`src/rtl/cpu_pkg.sv`:
```
// Shared constants and PC-source encoding for the ARM32 pipeline.
// Imported by the register file and its bypass mux.
package cpu_pkg;

    localparam int DATA_W_DEF = 32;
    localparam int PC_W_DEF   = 11;
    localparam int PC_IDX_DEF = 15;

    typedef enum logic [1:0] {
        PC_INC    = 2'b00,
        PC_BRANCH = 2'b01,
        PC_START  = 2'b10,
        PC_HOLD   = 2'b11
    } pc_sel_e;

endpackage

```
`src/rtl/regfile_bypass_mux.sv`:
```
// Per-read-port merge of stored data with same-cycle write data.
// Later (higher) write ports override earlier ones.
module regfile_bypass_mux
    import cpu_pkg::*;
#(
    parameter int DATA_W = DATA_W_DEF,
    parameter int ADDR_W = 4,
    parameter int NUM_WR = 2
) (
    input  logic [ADDR_W-1:0]        rd_addr_i,
    input  logic                     bypass_ok_i,
    input  logic [DATA_W-1:0]        stored_i,
    input  logic [NUM_WR-1:0]        wr_en_i,
    input  logic [NUM_WR*ADDR_W-1:0] wr_addr_i,
    input  logic [NUM_WR*DATA_W-1:0] wr_data_i,
    output logic [DATA_W-1:0]        data_o,
    output logic                     hit_o
);

    always_comb begin
        data_o = stored_i;
        hit_o  = 1'b0;
        for (int j = 0; j < NUM_WR; j++) begin
            if (wr_en_i[j] && wr_addr_i[j*ADDR_W +: ADDR_W] == rd_addr_i) begin
                hit_o = 1'b1;
                if (bypass_ok_i) begin
                    data_o = wr_data_i[j*DATA_W +: DATA_W];
                end
            end
        end
    end

endmodule

```
`src/rtl/regfile_mp.sv`:
```
// Multi-port register file with aliased PC and load scoreboard.
// Produces combinational read data, busy flags and a stall request.
module regfile_mp
    import cpu_pkg::*;
#(
    parameter int DATA_W   = DATA_W_DEF,
    parameter int NUM_REGS = 16,
    parameter int ADDR_W   = $clog2(NUM_REGS),
    parameter int NUM_RD   = 4,
    parameter int NUM_WR   = 2,
    parameter int PC_W     = PC_W_DEF,
    parameter int PC_IDX   = PC_IDX_DEF
) (
    input  logic                     clk,
    input  logic                     rst,
    input  logic [PC_W-1:0]          start_pc,
    input  logic [NUM_RD*ADDR_W-1:0] rd_addr,
    input  logic [NUM_RD-1:0]        rd_req,
    output logic [NUM_RD*DATA_W-1:0] rd_data,
    input  logic [NUM_WR-1:0]        wr_en,
    input  logic [NUM_WR*ADDR_W-1:0] wr_addr,
    input  logic [NUM_WR*DATA_W-1:0] wr_data,
    input  logic                     load_pc,
    input  logic [1:0]               sel_pc,
    input  logic [PC_W-1:0]          pc_in,
    output logic [PC_W-1:0]          pc,
    input  logic                     sb_set_en,
    input  logic [ADDR_W-1:0]        sb_set_addr,
    output logic [NUM_RD-1:0]        rd_busy,
    output logic                     stall,
    input  logic [ADDR_W-1:0]        dbg_addr,
    output logic [DATA_W-1:0]        dbg_data
);

    localparam logic [ADDR_W-1:0] PC_A = ADDR_W'(PC_IDX);

    logic [DATA_W-1:0]   regs_q [NUM_REGS];
    logic [DATA_W-1:0]   regs_d [NUM_REGS];
    logic [PC_W-1:0]     pc_q, pc_d;
    logic [NUM_REGS-1:0] sb_q, sb_d;
    logic                pc_wr;
    logic [PC_W-1:0]     pc_wval;
    logic [DATA_W-1:0]   pc_ext;

    function automatic logic in_rng(input logic [ADDR_W-1:0] a);
        return int'(a) < NUM_REGS;
    endfunction

    assign pc_ext = DATA_W'(pc_q);
    assign pc     = pc_q;

    for (genvar i = 0; i < NUM_RD; i++) begin : g_rd
        logic [ADDR_W-1:0] ra;
        logic [DATA_W-1:0] st;
        logic              ok;
        logic              hit;

        assign ra = rd_addr[i*ADDR_W +: ADDR_W];
        assign ok = in_rng(ra) && (ra != PC_A);
        assign st = !in_rng(ra)  ? '0 :
                    (ra == PC_A) ? pc_ext : regs_q[ra];

        regfile_bypass_mux #(
            .DATA_W (DATA_W),
            .ADDR_W (ADDR_W),
            .NUM_WR (NUM_WR)
        ) u_mux (
            .rd_addr_i   (ra),
            .bypass_ok_i (ok),
            .stored_i    (st),
            .wr_en_i     (wr_en),
            .wr_addr_i   (wr_addr),
            .wr_data_i   (wr_data),
            .data_o      (rd_data[i*DATA_W +: DATA_W]),
            .hit_o       (hit)
        );

        // A same-cycle writeback is forwarded, so it clears the hazard.
        assign rd_busy[i] = in_rng(ra) && sb_q[ra] && !hit;
    end

    assign stall = |(rd_busy & rd_req);

    assign dbg_data = !in_rng(dbg_addr)  ? '0 :
                      (dbg_addr == PC_A) ? pc_ext : regs_q[dbg_addr];

    always_comb begin
        regs_d  = regs_q;
        sb_d    = sb_q;
        pc_wr   = 1'b0;
        pc_wval = pc_q;
        for (int j = 0; j < NUM_WR; j++) begin
            if (wr_en[j] && in_rng(wr_addr[j*ADDR_W +: ADDR_W])) begin
                if (wr_addr[j*ADDR_W +: ADDR_W] == PC_A) begin
                    pc_wr   = 1'b1;
                    pc_wval = wr_data[j*DATA_W +: PC_W];
                end else begin
                    regs_d[wr_addr[j*ADDR_W +: ADDR_W]] = wr_data[j*DATA_W +: DATA_W];
                end
                sb_d[wr_addr[j*ADDR_W +: ADDR_W]] = 1'b0;
            end
        end
        // A newly issued load outranks a retiring one on the same register.
        if (sb_set_en && in_rng(sb_set_addr) && sb_set_addr != PC_A) begin
            sb_d[sb_set_addr] = 1'b1;
        end
    end

    always_comb begin
        pc_d = pc_q;
        if (pc_wr) begin
            pc_d = pc_wval;
        end else if (load_pc) begin
            unique case (pc_sel_e'(sel_pc))
                PC_INC:    pc_d = pc_q + PC_W'(1);
                PC_BRANCH: pc_d = pc_in;
                PC_START:  pc_d = start_pc;
                PC_HOLD:   pc_d = pc_q;
            endcase
        end
    end

    always_ff @(posedge clk) begin
        if (rst) begin
            regs_q <= '{default: '0};
            pc_q   <= start_pc;
            sb_q   <= '0;
        end else begin
            regs_q <= regs_d;
            pc_q   <= pc_d;
            sb_q   <= sb_d;
        end
    end

endmodule

```
`config.mk`:
```
export PLATFORM = sky130hd
export DESIGN_NAME = regfile_mp
export DESIGN_NICKNAME = d
export VERILOG_FILES = /design/src/rtl/cpu_pkg.sv /design/src/rtl/regfile_bypass_mux.sv /design/src/rtl/regfile_mp.sv
export SDC_FILE = /design/constraint.sdc
export NUM_CORES = 2
export LEC_CHECK = 0
export CAP_MARGIN = 20
export CELL_PAD_IN_SITES_DETAIL_PLACEMENT = 0
export CELL_PAD_IN_SITES_GLOBAL_PLACEMENT = 1
export CORE_ASPECT_RATIO = 0.75
export CORE_MARGIN = 3
export CORE_UTILIZATION = 25
export DETAILED_ROUTE_END_ITERATION = 12
export GPL_TIMING_DRIVEN = 1
export PLACE_DENSITY = 0.59
export SLEW_MARGIN = 20
export SYNTH_ARGS = -nofsm -noshare
export SYNTH_HDL_FRONTEND = slang
export SYNTH_HIERARCHICAL = 1
export SYNTH_SLANG_ARGS = --single-unit
```
`constraint.sdc`:
```
create_clock -name clk -period 6 [get_ports clk]
set_input_delay 1.2 -clock clk [delete_from_list [all_inputs] [get_ports clk]]
set_output_delay 1.2 -clock clk [all_outputs]
set_load 0.01 [all_outputs]
```
==> flow_summary.ini <==
[clock_network]
tritoncts.num_buffers = 69
cts.clk_slew.worst_paths_ns = 0.06
tritoncts = yes
post_cts.repair.setup_buffers = 0
clk_latency_ns = 0.67
post_cts_hold_buffer_count = 0
root_buffer = clkbuf_16
cts.sinks = 532
clockBufferDepth = 3
post_cts_resize_count = 0
cts_max_level = 3

[sta]
worst-slew-pin-transition_ns = 1.16
maxSlewViolCount = 0
clock_skew_ns = 0.0147
sum_of_negative_setup_slack_ns = 0
slew_headroom_pct = 22.8
worst_slack_ns = 0.361
worst_hold_slack_ns = 0.468
rsz0062_at_grt = no
final_period_demand_of_the_worst_path_ns = 5.64
maxClockFrequency_mhz = 177
setup_viol = 0
period_share_pct = 94.0
timing.final.hold_violations = 0

[die]
area_of_the_die_um2 = 195000
rows = 137
die_width_um = 508
die_span_in_y_um = 383
io_pins = 306
floorplan.initialDensity_pct = 25.3
core-area_um2 = 187000

[synthesis]
ys.flop_type = dfxtp_1
synthesized_nets = 4544
synth_sequential_area_ratio_pct = 22.7
synth_top_cells_by_area = mux4_2 (35%), dfxtp_1 (22%), mux2i_1 (7.9%)
async_reset_ff_share_pct = 0
postSynthRegisterBits = 532
synth.largest_area_cell = mux4_2
post_synth_instance_area_um2 = 47300
yosysWarnings = 6
netlist-cell-type-count = 55
syn-mean-instance-area_um2 = 10.7
number_of_enable_flip_flop_cells_after_synthesis = 11
netlist.area_leader.share_pct = 35.1
netlist_instances = 4410

[setup_path]
r2r_cells = 6
crit_path_max_incr_delay_ns = 0.66
cp-start-kind = input port
cp_slowest_cell = o22ai_2
cp_top_family = buffers and inverters
cp_num_buf_inv = 4
timing.reg2reg.setup_slack_ns = 3.78
crit_path_end_kind = output pin
path_depth = 9
criticalPathCategory = input port to output pin
worst-path-max-fanout = 10
crit_path_cell_trace = clkdlybuf4s50_1 > buf_4 > xnor2_1 > nand3_1 > o22ai_2 > a21oi_1 > a221oi_1 > buf_4 > clkdlybuf4s50_1
cp.required_ns = 4.80
cp.arrival_ns = 4.44

[global_routing]
grt_pass1_wl_mm = 334
globalRoute.totalOverflow = 0
grt_antenna_before_repair = 8
grtUsageTotal_pct = 23.7
vias_in_the_first_global_route = 40900
grt_max_degree = 168

[final_layout]
flow.area_growth_from_synthesis_pct = 16.4
layout.filler_cells = 18900
final_cell_mix = mux4_2 (738), dfxtp_1 (521), nor2_1 (505)
layout-drive-gt1-share_pct = 25.9
final_cell_area_um2 = 55100
mostFrequentLayoutCell = mux4_2
num-nets-final = 4500
layout.core_utilization_pct = 29.4

[pwr]
pwr_density_cell_nw_per_um2 = 194
total_leakage_power_nw = 18.9
power.ir.vdd_worst_uv = 217

[placement]
buffer_ports.inserted = 305
place_ws_ns = 0.427
gp_routability_congestion = 0.868
placed_cell_area_um2 = 52800
post_detailed_placement_half_perimeter_wirelength_mm = 145

[flow_run]
drv_cap = 0

[routing]
drt-wirelength-per-cell_um = 34.5
avgViaCountPerCell = 6.25
wl_mm = 239
drt_pass1_iterations = 6
iteration_0_drc_markers = 6154
antenna_violating_nets_post_route = 0
remaining_drc_errors = 0
routed-via-count = 43300

[min_path]
worst_hold_path.num_cells = 1
hold_class = flip-flop to flip-flop

[status]
run_status = completed
cell type report:
cell class | instances | area (µm²) | share of cell area [%]
Clock inverter | 32 | 348 | 0.632
Multi-Input combinational cell | 3266 | 34100 | 61.9
Inverter | 18 | 67.6 | 0.123
Clock buffer | 91 | 1890 | 3.43
Antenna cell | 6 | 15.0 | 0.0273
Sequential cell | 532 | 10800 | 19.5
Timing Repair Buffer | 479 | 4770 | 8.66
Tap cell | 2502 | 3130 | 5.69
Yosys cell counts (all sizes together), types with 6 or more instances:
cell type and count:
a22o 124, mux2i 375, a221oi 18, nand4 9, a21oi 24, nor2b 41, a311oi 160, clkbuf 338
dfxtp 521, buf 256, nand3b 8, o21a 51, nor3 8, and3 14, xor2 6, edfxtp 11
nor2 515, a31oi 6, nand2b 9, inv 18, nand2 213, a211oi 330, o22a 51, a21o 125
nand3 194, a32oi 7, and2 88, mux4 738, o22ai 26, mux2 53, xnor2 34
power breakdown:
part / internal, mW / leakage [nW] / switching [mW] / total, mW
Combinational: 1.07 / 13.5 / 1.42 / 2.49
Sequential: 3.66 / 4.34 / 0.201 / 3.87
Clock: 2.49 / 1.10 / 1.86 / 4.35
state kept, by name, summed over array words and instances (netlist names):
signal,count
regs_q,505
sb_q,16
pc,11
stage by stage:
stage	total power [mW]	cells
after global placement	6.38	6795
final	10.7	6926
after detailed placement	6.40	6797
after floorplan	5.30	4410
after CTS	10.7	6920
after global routing	11.0	6921
metal layers:
metal	share of wire [%]	wire length, µm	GRT usage, %	vias to the layer above
li1	-	-	-	17600
met5	0.0046	11	0	-
met4	3.8	9140	8.62	2
met1	41	97000	32.1	22300
met2	45	108000	36.4	2951
met3	10	24900	6.07	444
final timing paths:
| kind | start | endpoint |
|---|---|---|
| setup / recovery | wr_addr[6] | rd_data[126] |
| hold / removal | regs_q[3]$_SDFF_PP0_ | regs_q[3]$_SDFF_PP0_ |
| setup reg to reg | pc[0]$_DFFE_PP_ | pc[4]$_DFFE_PP_ |
| hold reg to reg | regs_q[3]$_SDFF_PP0_ | regs_q[3]$_SDFF_PP0_ |
worst register-to-register path, delay by kind of cell (launching register included):
family | cells | cell delay (ns)
adders and majority gates | 1 | 0.44
DFF | 1 | 0.67
and+or+nand+nor | 1 | 0.14
AOI/OAI and AO/OA | 3 | 0.63
xor gates and xnor gates | 1 | 0.18
kinds of logic (layout without fill, tap and decap cells):
group	count (synthesis)	count (layout)	share of synthesized area [%]
other cells	0	6	0
fa+ha+maj	4	4	0.106
flops	532	532	22.7
mux	1166	1166	44.3
simple gates	1111	1111	10.4
buf+inv	612	620	5.80
compound gates	945	945	15.9
xor+xnor	40	40	0.741
(Power assumes the default switching activity.)
